### config.mk
export PLATFORM = sky130hd
export DESIGN_NAME = irq_controller
export DESIGN_NICKNAME = d
export VERILOG_FILES = /design/src/rtl/irq_pkg.sv /design/src/rtl/irq_timer.sv /design/src/rtl/irq_controller.sv
export SDC_FILE = /design/constraint.sdc
export NUM_CORES = 1
export LEC_CHECK = 0
export BUFFER_PORTS_ARGS = -buffer_cell sky130_fd_sc_hd__buf_2
export CORE_UTILIZATION = 50
export CTS_CLUSTER_DIAMETER = 100
export DETAILED_ROUTE_END_ITERATION = 8
export PLACE_DENSITY = 0.74
export SETUP_SLACK_MARGIN = 0.05
export SYNTH_ARGS = -nofsm -noshare
export SYNTH_HDL_FRONTEND = slang
export SYNTH_SLANG_ARGS = --single-unit
### constraint.sdc
create_clock -name clk -period 9 [get_ports clk]
set_input_delay 1.8 -clock clk [delete_from_list [all_inputs] [get_ports clk]]
set_output_delay 1.8 -clock clk [all_outputs]
set_load 0.03 [all_outputs]
### src/rtl/irq_pkg.sv
// Shared register offsets, timer control bit positions and the byte-enable
// merge used by every byte-masked register in the interrupt controller.
package irq_pkg;

  localparam logic [5:0] OFF_PENDING  = 6'h00;
  localparam logic [5:0] OFF_ENABLE   = 6'h04;
  localparam logic [5:0] OFF_CLAIM    = 6'h08;
  localparam logic [5:0] OFF_COMPLETE = 6'h0C;
  localparam logic [5:0] OFF_TCNT     = 6'h10;
  localparam logic [5:0] OFF_TCMP     = 6'h14;
  localparam logic [5:0] OFF_TCTRL    = 6'h18;

  localparam int unsigned TCTRL_EN     = 0;
  localparam int unsigned TCTRL_RELOAD = 1;

  function automatic logic [31:0] byte_merge(input logic [31:0] cur,
                                             input logic [31:0] wdata,
                                             input logic [3:0]  be);
    logic [31:0] res;
    res = cur;
    for (int unsigned b = 0; b < 4; b++) begin
      if (be[b]) res[b*8 +: 8] = wdata[b*8 +: 8];
    end
    return res;
  endfunction

endpackage

### src/rtl/irq_timer.sv
// Compare timer: free-running count with optional reload on compare match.
// `match` is combinational so the parent latches it on the same edge.
module irq_timer
  import irq_pkg::*;
(
  input  logic        clk,
  input  logic        reset,
  input  logic        wr_tcnt,
  input  logic        wr_tcmp,
  input  logic        wr_tctrl,
  input  logic [31:0] wdata,
  input  logic [3:0]  be,
  output logic [31:0] tcnt,
  output logic [31:0] tcmp,
  output logic [1:0]  tctrl,
  output logic        match
);

  logic [31:0] tcnt_q, tcnt_d;
  logic [31:0] tcmp_q, tcmp_d;
  logic [1:0]  tctrl_q, tctrl_d;
  logic        en;
  logic        reload;

  assign en     = tctrl_q[TCTRL_EN];
  assign reload = tctrl_q[TCTRL_RELOAD];
  assign match  = en && (tcnt_q == tcmp_q);

  // Compare uses the pre-write count; a bus write overrides the increment.
  always_comb begin
    tcnt_d = tcnt_q;
    if (en) tcnt_d = (match && reload) ? '0 : tcnt_q + 32'd1;
    if (wr_tcnt) tcnt_d = byte_merge(tcnt_q, wdata, be);

    tcmp_d = tcmp_q;
    if (wr_tcmp) tcmp_d = byte_merge(tcmp_q, wdata, be);

    tctrl_d = tctrl_q;
    if (wr_tctrl && be[0]) tctrl_d = wdata[1:0];
  end

  always_ff @(posedge clk) begin
    if (!reset) begin
      tcnt_q  <= '0;
      tcmp_q  <= '0;
      tctrl_q <= '0;
    end else begin
      tcnt_q  <= tcnt_d;
      tcmp_q  <= tcmp_d;
      tctrl_q <= tctrl_d;
    end
  end

  assign tcnt  = tcnt_q;
  assign tcmp  = tcmp_q;
  assign tctrl = tctrl_q;

endmodule

### src/rtl/irq_controller.sv
// Memory-mapped interrupt controller: edge-latched pending bits, enables,
// single-level claim/complete and a compare timer wired as source 0.
module irq_controller
  import irq_pkg::*;
#(
  parameter int unsigned N_SRC     = 8,
  parameter logic [31:0] BASE_ADDR = 32'hFFFF_0000
) (
  input  logic             clk,
  input  logic             reset,
  input  logic [N_SRC-1:0] src_irq,
  input  logic [31:0]      bus_addr,
  input  logic [31:0]      bus_wdata,
  input  logic             bus_wr,
  input  logic [15:0]      bus_wr_mask,
  output logic             bus_sel,
  output logic [31:0]      bus_rdata,
  output logic             irq
);

  localparam int unsigned NP    = N_SRC + 1;
  localparam logic [31:0] VALID = 32'((64'd1 << NP) - 64'd1);

  logic [31:0]      pending_q, pending_d;
  logic [31:0]      enable_q, enable_d;
  logic [5:0]       active_q, active_d;
  logic [N_SRC-1:0] src_q, src_d;
  logic             irq_q, irq_d;

  logic [5:0]  off;
  logic [3:0]  be;
  logic        we;
  logic        claim_ok;
  logic [31:0] set_vec;
  logic [31:0] tcnt, tcmp;
  logic [1:0]  tctrl;
  logic        timer_match;
  logic [31:0] rdata;
  logic        unused_bits;

  assign unused_bits = ^{bus_addr[1:0], bus_wr_mask[15:4]};

  assign bus_sel  = (bus_addr[31:6] == BASE_ADDR[31:6]);
  assign off      = {bus_addr[5:2], 2'b00};
  assign be       = bus_wr_mask[3:0];
  assign we       = bus_wr && bus_sel;
  assign claim_ok = (bus_wdata != 32'd0) && (bus_wdata <= NP);

  function automatic logic [5:0] claim_id(input logic [31:0] req);
    logic [5:0] id;
    id = '0;
    for (int unsigned i = 0; i < 32; i++) begin
      if (req[i] && id == '0) id = 6'(i + 1);
    end
    return id;
  endfunction

  irq_timer u_timer (
    .clk      (clk),
    .reset    (reset),
    .wr_tcnt  (we && off == OFF_TCNT),
    .wr_tcmp  (we && off == OFF_TCMP),
    .wr_tctrl (we && off == OFF_TCTRL),
    .wdata    (bus_wdata),
    .be       (be),
    .tcnt     (tcnt),
    .tcmp     (tcmp),
    .tctrl    (tctrl),
    .match    (timer_match)
  );

  // New edges are ORed in after both clear paths so a same-cycle set wins.
  always_comb begin
    set_vec = 32'({src_irq & ~src_q, timer_match});

    pending_d = pending_q;
    if (we && off == OFF_PENDING)
      pending_d = pending_q & ~byte_merge('0, bus_wdata, be);
    if (we && off == OFF_CLAIM && claim_ok)
      pending_d = pending_d & ~(32'd1 << (bus_wdata - 32'd1));
    pending_d = (pending_d | set_vec) & VALID;

    enable_d = enable_q;
    if (we && off == OFF_ENABLE)
      enable_d = byte_merge(enable_q, bus_wdata, be) & VALID;

    active_d = active_q;
    if (we && off == OFF_CLAIM && claim_ok) active_d = bus_wdata[5:0];
    if (we && off == OFF_COMPLETE)          active_d = '0;

    src_d = src_irq;
    irq_d = (|(pending_q & enable_q)) && (active_q == '0);
  end

  always_ff @(posedge clk) begin
    if (!reset) begin
      pending_q <= '0;
      enable_q  <= '0;
      active_q  <= '0;
      src_q     <= '0;
      irq_q     <= 1'b0;
    end else begin
      pending_q <= pending_d;
      enable_q  <= enable_d;
      active_q  <= active_d;
      src_q     <= src_d;
      irq_q     <= irq_d;
    end
  end

  always_comb begin
    rdata = '0;
    if (bus_sel) begin
      case (off)
        OFF_PENDING:  rdata = pending_q;
        OFF_ENABLE:   rdata = enable_q;
        OFF_CLAIM:    rdata = {26'b0, claim_id(pending_q & enable_q)};
        OFF_COMPLETE: rdata = {26'b0, active_q};
        OFF_TCNT:     rdata = tcnt;
        OFF_TCMP:     rdata = tcmp;
        OFF_TCTRL:    rdata = {30'b0, tctrl};
        default:      rdata = '0;
      endcase
    end
  end

  assign bus_rdata = rdata;
  assign irq       = irq_q;

endmodule

==> summary.md <==
| Metric | Value |
|---|---|
| Synth area leaders | dfxtp_1, a21oi_1, nand2_1, a22oi_1, nor2_1 |
| Synth Net Count | ~940 |
| Actual slew at the worst max-slew pin | 1170 ps |
| GRT overflow | 0 |
| Die area | about 0.013 mm2 |
| Top-count cell post-synth | nand2_1 |
| Worst VDD drop | 148 uV |
| M3 GR Usage | about 7.6% |
| Nets@finish | 1015 |
| CTS Buf Count | 9 |
| Synth cell count leaders | nand2_1, dfxtp_1, a21oi_1 |
| Vias | 6844 |
| TNS Setup | 0 ps |
| Synth Area in XOR/XNOR | roughly 5.5% |
| Endpoints failing setup | 0 |
| Max_slew headroom | 21.4% |
| Clk root buf | clkbuf_16 |
| Worst skew pair latency | approximately 360 ps |
| Yosys top cell by area | dfxtp_1 |
| Register bit total from synthesis | 99 |
| Largest net degree at the start of global routing | 55 |
| Grt met2 use | 50.4% |
| DRT Wirelength | 21400 um |
| Max Slew Vio Count | 0 |
| CTS Sinks | 99 |
| Final hold violations | 0 |
| Syn. warnings | 0 |
| Leakage | 2.77 nW |
| First-pass GRT wire length | 33100 um |
| Clock group share of total power | between 40 and 50% |
| Sw Ratio | about 26% |
| GRT Util Overall | 34.0% |
| Worst slack, placed | approximately 2500 ps |
| DP HPWL | about 16000 um |
| Post-CTS Setup Bufs | 0 |
| Max Fclk | 154 MHz |
| Fin worst setup slack | 2520 ps |
| Crit path time final | 6480 ps |
| Fill cells | approximately 1200 |
| I/O pin total | 125 |
| Multiplexer area fraction after synthesis | roughly 1.3% |
| Simple-gate portion of the synthesized area | 32.7% |
| Met1 Use GR | 49.1% |
| Antenna-violating nets left | 0 |
| WP data arrival | 4680 ps |
| Ratio of cells with drive above 1 in the final layout | 14.8% |
| DRT iter0 DRCs | 755 |
| Critical Path Source Type | input pin |
| Gate power share | 7.2% |
| Status | complete, no violations |
| Hold slack | 404 ps |
| TritonCTS clock tree | done |
| Post-synthesis adder-cell area fraction | 0.812% |
| Wirelength per Cell | about 20 um |
| Internal power | approximately 0.68 mW |
| Syn_area_per_cell | 7.27 um2 |
| Initial antenna violation count | 0 |
| Cell Rows | 40 |
| Multi-input combinational cell area | approximately 0.0039 mm2 |
| Core Region | between 0.01 and 0.015 mm2 |
| Routed vias/inst | 6.38 |
| Post-cts hold buffer count | 0 |
| Crit Path Class | in -> out |
| Worst Hold Class | reg -> reg |
| Worst setup EP type | primary output |
| RSZ-0062 raised after global routing | no |
| Grt peak-use layer | met2 |
| CTS Buffer Depth | 2 |
| Sequential Area | between 0.0015 and 0.002 mm2 |
| Port buffer count | 110 |
| Net Sw Power | between 0.2 and 0.25 mW |
| Synth Instances | 847 |
| Critical path fanouts, max | 32 |
| Skew final | 7.34 ps |
| Number of synthesized flops with an enable pin | 0 |
| CTS clock-pin slew for the worst setup and hold paths | 70 ps |
| Reg power frac | 48.7% |
| Die W | 113 um |
| Drt drc | 0 |
| Compound-Gate Fraction of Synth Area | 23.2% |
| Starting Density | 51.3% |
| Synth unique cells | 53 |
| PostCTS Resize Cnt | 0 |
| Synth Flop Type | dfxtp_1 |
| Layout area overhead | 14.3% |
| Synth top area share | approximately 32% |
| P per Cell Area | 131 mW/mm2 |
| DRT Pass-1 Iters | 5 |
| Die Y-Extent | 113 um |
| # H-tree levels | 3 |
| Register area share after synthesis | between 30 and 40% |
| Largest family of logic cells by synthesized area | simple AND/OR/NAND/NOR gates |
| Post-synthesis cell area | 0.00616 mm2 |
| Number of global-route vias before repair | 6031 |
| Max cap viols | 0 |
| Asr flop ratio synth | 0% |
| Crit share post-route | 72.0% |
| ANT cells | 0 |
| Worst path required time | a little over 7000 ps |
| RD Place Congestion | 1.00 |
==> critical path, cell delays in order <==
cell     delay [ps]
buf_2            90
or4b_1          570
nor4_4          570
and2_1          230
nand2_1         650
a41oi_1         500
buf_2           260
==> cell type report <==
type                    count  area share (%)
multi-input cells         678            55.6
flip-flops and latches     99            28.1
repair buffers            117            8.57
clock buffers              10            3.25
well taps                 147            2.61
clock inverters             6            1.01
inverters                  15           0.800
==> logic make-up after synthesis <==
logic type | after synthesis
AOI/OAI and AO/OA | 224
xor gates and xnor gates | 39
adders and majority gates | 4
buffers and inverters | 70
DFF | 99
muxes | 8
and+or+nand+nor | 403
==> power groups by stage <==
stage	combinational [mW]	clock, mW	sequential [mW]
floorplan	0.0286	0	0.456
global placement	0.0639	0	0.458
detailed placement	0.0641	0	0.458
CTS	0.0644	0.408	0.448
global route	0.0709	0.425	0.448
finish	0.0662	0.405	0.448
==> worst paths after layout <==
check	slack [ps]	endpoint	start	cells after the start
min	400	pending_q[6]$_SDFF_PN0_	src_q[5]$_SDFF_PN0_	1
max	2520	bus_rdata[1]	bus_addr[8]	7
max reg2reg	5790	u_timer.tcnt[10]$_SDFFE_PN0P_	u_timer.tcnt[4]$_SDFFE_PN0P_	8
min reg2reg	400	pending_q[6]$_SDFF_PN0_	src_q[5]$_SDFF_PN0_	1
==> layout by cell type, fill, tap and decap left out, types with 10 or more instances in the layout <==
cell      synthesis  final
and2_1           16     16
nor2b_1          21     21
a31oi_1          11     11
nor2_1           84     84
nand2b_1         15     15
a21oi_1          85     85
nand3_1          51     51
nor4_1           25     25
o21ai_0          28     28
buf_2             1    110
and3_1           11     11
nand4_1          18     18
xnor2_1          13     13
dfxtp_1          99     99
nand2_1         113    113
a22oi_1          44     44
xor2_1           26     26
inv_1            14     14
nor3_1           19     19
and4_1           10     10
==> per-stage QoR <==
| stage | cells | util, % | instance area (um2) | total power, mW |
|---|---|---|---|---|
| final | 1072 | 58.6 | 7040 | 0.919 |
| after global routing | 1072 | 58.6 | 7040 | 0.944 |
| after CTS | 1072 | 58.6 | 7040 | 0.920 |
| after detailed placement | 1056 | 56.1 | 6740 | 0.522 |
| after global placement | 1056 | 56.1 | 6740 | 0.522 |
| after floorplan | 847 | - | 6160 | 0.485 |
==> metal layers <==
layer | wire, um | share of wire [%] | up-vias
met5 | 0 | 0 | -
met4 | 496 | 2.3 | 0
met3 | 2450 | 11 | 47
met2 | 9130 | 43 | 400
met1 | 9350 | 44 | 3155
li1 | - | - | 3242
==> flip-flops by register name, indices dropped and copies added, names as in the netlist <==
signal         count
u_timer.tctrl      2
src_q              8
u_timer.tcnt      32
pending_q          9
u_timer.tcmp      32
enable_q           9
irq                1
active_q           6
No activity file was read; power rests on OpenSTA's default activity.
